**src/rtl/fetch_stage.sv**
```systemverilog
// Instruction-fetch stage: next-PC selection, IMEM addressing, in-flight fetch
// tracking, one-entry stall hold buffer and the IF/ID pipeline register.
module fetch_stage #(
   parameter int                     address_width = 12,
   parameter int                     instr_width   = 32,
   parameter logic [instr_width-1:0] NOP_INSTR     = 32'h00000013
) (
   input  logic                     clk,
   input  logic                     reset,
   input  logic [address_width-1:0] pc_current,
   input  logic                     stall,
   input  logic                     flush,
   input  logic                     branch_taken,
   input  logic [address_width-1:0] branch_target,
   input  logic [instr_width-1:0]   imem_rdata,
   output logic [address_width-1:0] next_pc,
   output logic                     pc_stall,
   output logic [address_width-1:0] imem_addr,
   output logic [address_width-1:0] if_id_pc,
   output logic                     if_id_valid,
   output logic [instr_width-1:0]   if_id_instr
);

   localparam logic [address_width-1:0] PC_STEP = address_width'(32'd4);

   logic [address_width-1:0] fetch_pc_q, fetch_pc_d;
   logic                     fetch_valid_q, fetch_valid_d;
   logic [instr_width-1:0]   hold_instr_q, hold_instr_d;
   logic                     hold_valid_q, hold_valid_d;
   logic [address_width-1:0] if_id_pc_q, if_id_pc_d;
   logic                     if_id_valid_q, if_id_valid_d;
   logic [instr_width-1:0]   if_id_instr_q, if_id_instr_d;
   logic [instr_width-1:0]   fetch_instr_s;

   assign imem_addr   = pc_current;
   assign next_pc     = branch_taken ? branch_target : (pc_current + PC_STEP);
   // A redirect must always load the PC register, so it overrides the stall.
   assign pc_stall    = stall & ~branch_taken & ~flush;
   assign if_id_pc    = if_id_pc_q;
   assign if_id_valid = if_id_valid_q;
   assign if_id_instr = if_id_instr_q;

   // Next-state selection: redirect squashes, stall parks IMEM data, else advance.
   always_comb begin
      fetch_instr_s = hold_valid_q ? hold_instr_q : imem_rdata;
      fetch_pc_d    = fetch_pc_q;
      fetch_valid_d = fetch_valid_q;
      hold_instr_d  = hold_instr_q;
      hold_valid_d  = hold_valid_q;
      if_id_pc_d    = if_id_pc_q;
      if_id_valid_d = if_id_valid_q;
      if_id_instr_d = if_id_instr_q;
      if (flush || branch_taken) begin
         fetch_valid_d = 1'b0;
         hold_valid_d  = 1'b0;
         if_id_valid_d = 1'b0;
         if_id_instr_d = NOP_INSTR;
         if_id_pc_d    = fetch_pc_q;
         fetch_pc_d    = pc_current;
      end else if (stall) begin
         // IMEM data is only valid for one cycle; capture it on the first stalled edge.
         if (!hold_valid_q) begin
            hold_instr_d = imem_rdata;
            hold_valid_d = fetch_valid_q;
         end else begin
            hold_instr_d = hold_instr_q;
            hold_valid_d = hold_valid_q;
         end
      end else begin
         if_id_pc_d    = fetch_pc_q;
         if_id_valid_d = fetch_valid_q;
         if_id_instr_d = fetch_valid_q ? fetch_instr_s : NOP_INSTR;
         hold_valid_d  = 1'b0;
         fetch_pc_d    = pc_current;
         fetch_valid_d = 1'b1;
      end
   end

   // State registers with asynchronous reset to an empty pipeline.
   always_ff @(posedge clk or posedge reset) begin
      if (reset) begin
         fetch_pc_q    <= '0;
         fetch_valid_q <= 1'b0;
         hold_instr_q  <= '0;
         hold_valid_q  <= 1'b0;
         if_id_pc_q    <= '0;
         if_id_valid_q <= 1'b0;
         if_id_instr_q <= NOP_INSTR;
      end else begin
         fetch_pc_q    <= fetch_pc_d;
         fetch_valid_q <= fetch_valid_d;
         hold_instr_q  <= hold_instr_d;
         hold_valid_q  <= hold_valid_d;
         if_id_pc_q    <= if_id_pc_d;
         if_id_valid_q <= if_id_valid_d;
         if_id_instr_q <= if_id_instr_d;
      end
   end

endmodule

```
**config.mk**
```make
export PLATFORM = sky130hd
export DESIGN_NAME = fetch_stage
export DESIGN_NICKNAME = d
export VERILOG_FILES = /design/src/rtl/fetch_stage.sv
export SDC_FILE = /design/constraint.sdc
export NUM_CORES = 1
export LEC_CHECK = 0
export CAP_MARGIN = 0
export CORE_MARGIN = 2
export CORE_UTILIZATION = 42
export DETAILED_ROUTE_END_ITERATION = 10
export PLACE_DENSITY = 0.75
export SYNTH_ARGS = -nofsm -noshare
export SYNTH_HDL_FRONTEND = slang
export SYNTH_SLANG_ARGS = --single-unit
```
**constraint.sdc**
```tcl
create_clock -name clk -period 2.88 [get_ports clk]
set_clock_uncertainty 0.1 [all_clocks]
set_input_delay 0.288 -clock clk [delete_from_list [all_inputs] [get_ports clk]]
set_output_delay 0.288 -clock clk [all_outputs]
set_load 0.02 [all_outputs]
```
==> impl_metrics.env <==
export IMPL_status="completed"
export IMPL_finalHoldViolCount=0
export IMPL_synth_top_family_by_area="multiplexers"
export IMPL_area_delta_synth_final_pct=38.12
export IMPL_holdWs_ns=0.2142
export IMPL_postSynth_asyncResetShare_pct=100.0
export IMPL_hold_class="input pin to asynchronous set/reset pin"
export IMPL_ys_seq_area_share_pct=55.55
export IMPL_clockBufferDepth=2
export IMPL_peakVddDrop_v=0.0002687
export IMPL_synth_compound_area_share_pct=6.399
export IMPL_synth_cell_types=32
export IMPL_clk_latency_ns=0.35
export IMPL_final_antenna_net_count=0
export IMPL_period_needed_ns=2.810
export IMPL_first_pass_iters=4
export IMPL_cts_tree="yes"
export IMPL_synthMuxAreaShare_pct=17.49
export IMPL_critPathArrivalTime_ns=2.42
export IMPL_maxCapViolCount=0
export IMPL_start_kind="input pin"
export IMPL_antenna_cells=0
export IMPL_tns_ns=0
export IMPL_path_class="input pin to output pin"
export IMPL_num_vias=3078
export IMPL_worstPathCellList="clkdlybuf4s50_1 > buf_4 > nand4_1 > or4_1 > a31oi_1 > clkdlybuf4s50_1"
export IMPL_synth_edf_count=0
export IMPL_drv_slew=0
export IMPL_grt_pass1_wl_mm=14.63
export IMPL_grt_antenna_before_repair=0
export IMPL_grt_max_degree=55
export IMPL_start_util_pct=42.60
export IMPL_gr_total_overflow=0
export IMPL_num_rows=36
export IMPL_clock_fmax_mhz=355.9
export IMPL_synth_top_area_share_pct=53.63
export IMPL_synth_adder_area_share_pct=0.3047
export IMPL_dpl_hpwl_mm=6.536
export IMPL_netlist_top_cells_area="dfrtp_1 (54%), nand2_1 (10%), mux2_2 (10%), mux2i_1 (7.1%), o21ai_1 (3.5%)"
export IMPL_yosys_area_share_simple_pct=13.65
export IMPL_dpl_instance_area_um2=5449
export IMPL_cp_required_ns=2.49
export IMPL_drc=0
export IMPL_cp_max_fo=4
export IMPL_grt_pass1_vias=3020
export IMPL_nets=558
export IMPL_grt_use_total_pct=17.70
export IMPL_synth_xor_area_share_pct=0.6399
export IMPL_fin_crit_sh_pct=97.57
export IMPL_netlist_area_um2=4106
export IMPL_power_density_nw_per_um2=511.8
export IMPL_drive_above_1_share_pct=14.97
export IMPL_h_tree_depth=3
export IMPL_finalWirelength_mm=9.383
export IMPL_endpoint_kind="output pin"
export IMPL_wire_per_inst_um=14.80
export IMPL_design_area_um2=5672
export IMPL_max_slew_margin_rel_pct=57.41
export IMPL_rsz0062_at_grt="no"
export IMPL_die_x_um=102.9
export IMPL_die_area_um2=10580
export IMPL_syn_area_per_cell_um2=10.92
export IMPL_core_area_um2=9639
export IMPL_numCtsBuffers=9
export IMPL_synth_seq_cells=91
export IMPL_gp_congestion=0.7517
export IMPL_root_buffer="clkbuf_8"
export IMPL_hold_buffers=0
export IMPL_die_y_um=102.9
export IMPL_post_cts_buffers=0
export IMPL_drt_initial_drc_count=159
export IMPL_max_stage_delay_ns=0.64
export IMPL_syn_num_nets=438
export IMPL_worst_slew_pin_slew_ns=0.6381
export IMPL_port_buffers=130
export IMPL_clk_pin_slew_ns=0.09
export IMPL_cpMostUsedCell="clkdlybuf4s50_1"
export IMPL_cts_resized=0
export IMPL_synth_flop_cell="dfrtp_1"
export IMPL_vias_per_cell=4.855
export IMPL_cp_slowest_cell="clkdlybuf4s50_1"
export IMPL_p_leak_uw=0.002380
export IMPL_cts_sinks=91
export IMPL_ioPinCount=131
export IMPL_synth_top_area_cell="dfrtp_1"
export IMPL_yosysWarnings=0
export IMPL_finalSetupViolCount=0
export IMPL_syn_inst=376
[state kept, by name (all words and copies together), names as in the netlist]
name           count
fetch_pc_q        12
fetch_valid_q      1
hold_instr_q      32
hold_valid_q       1
if_id_instr       32
if_id_pc          12
if_id_valid        1
[worst paths after layout]
path	slack, ns	endpoint	startpoint	depth (start not counted)
min in group clk	0.37	if_id_pc[1]$_DFFE_PP0N_	if_id_pc[1]$_DFFE_PP0N_	2
worst min register to register	0.37	if_id_pc[1]$_DFFE_PP0N_	if_id_pc[1]$_DFFE_PP0N_	2
worst max register to register	1.13	hold_instr_q[16]$_DFFE_PP0P_	hold_valid_q$_DFF_PP0_	2
max in group asynchronous	1.78	hold_valid_q$_DFF_PP0_	reset	3
worst max-delay path	0.07	next_pc[11]	pc_current[3]	6
worst min-delay path	0.21	if_id_pc[1]$_DFFE_PP0N_	reset	2
[power by group]
group / switching [uW] / internal [uW]
sequential: 58.9 / 1400
combinational: 221 / 266
clock: 463 / 495
total: 743 / 2160
[worst max-delay path: cells and delay by family]
| family | cells | cell delay [ns] |
|---|---|---|
| AO/OA/AOI/OAI | 1 | 0.22 |
| buffers and inverters | 3 | 1.37 |
| AND/OR/NAND/NOR | 2 | 0.55 |
[stage by stage]
stage / util [%] / setup slack, ns / std cells / power, uW
after floorplan: - / 0.1334 / 376 / 1742
after CTS: 58.84 / 0.09378 / 634 / 2943
after global placement: 56.53 / 0.2002 / 618 / 1958
after detailed placement: 56.53 / 0.1056 / 618 / 1976
after global routing: 58.84 / 0.03383 / 634 / 3041
final: 58.84 / 0.06994 / 634 / 2903
[synth_stat cells, types with 3 or more instances]
| cell type | number |
|---|---|
| nor2_1 | 5 |
| inv_1 | 3 |
| mux2_2 | 37 |
| o21ai_0 | 4 |
| o22a_1 | 3 |
| mux2i_1 | 29 |
| buf_2 | 13 |
| dfstp_2 | 3 |
| nand2_1 | 113 |
| buf_4 | 12 |
| dfrtp_1 | 88 |
| or4_1 | 5 |
| nand3_1 | 4 |
| o21ai_1 | 29 |
| buf_6 | 6 |
[cell usage in the layout, fill, tap and decap left out, drive strengths merged, types with 2 or more instances in the layout]
master | Yosys | layout
buf | 31 | 12
clkinv | 0 | 3
mux2i | 29 | 29
dfstp | 3 | 3
nor2 | 6 | 6
xor2 | 2 | 2
a31oi | 2 | 2
bufinv | 0 | 2
o21ai | 33 | 33
o211ai | 2 | 2
o22a | 3 | 3
clkdlybuf4s50 | 0 | 130
mux2 | 38 | 38
or4 | 5 | 5
dfrtp | 88 | 88
nand3 | 5 | 5
clkbuf | 2 | 9
nand2 | 113 | 113
o31ai | 2 | 2
inv | 4 | 5
[logic make-up after synthesis]
logic type	after synthesis
mux	67
buf+inv	37
fa+ha+maj	1
flops	91
xor+xnor	3
simple gates	132
compound gates	45
[layout make-up]
cell class | count | area (um^2)
tap | 133 | 166.4
clock buffer | 9 | 123.9
fill | 841 | 3968
timing repair buffer | 142 | 1404
clock inverter | 7 | 98.84
inverter | 4 | 16.27
sequential | 91 | 2282
multi-input combinational | 248 | 1580
[routing by layer]
metal	vias to the layer above	part of all wire, %	GRT usage (%)
li1	1492	-	-
met1	1495	45	23.60
met2	82	49	28.92
met3	9	4.4	3.458
met4	0	1.2	6.377
met5	-	0	0
Note: power is estimated with default switching activity, not from simulation.
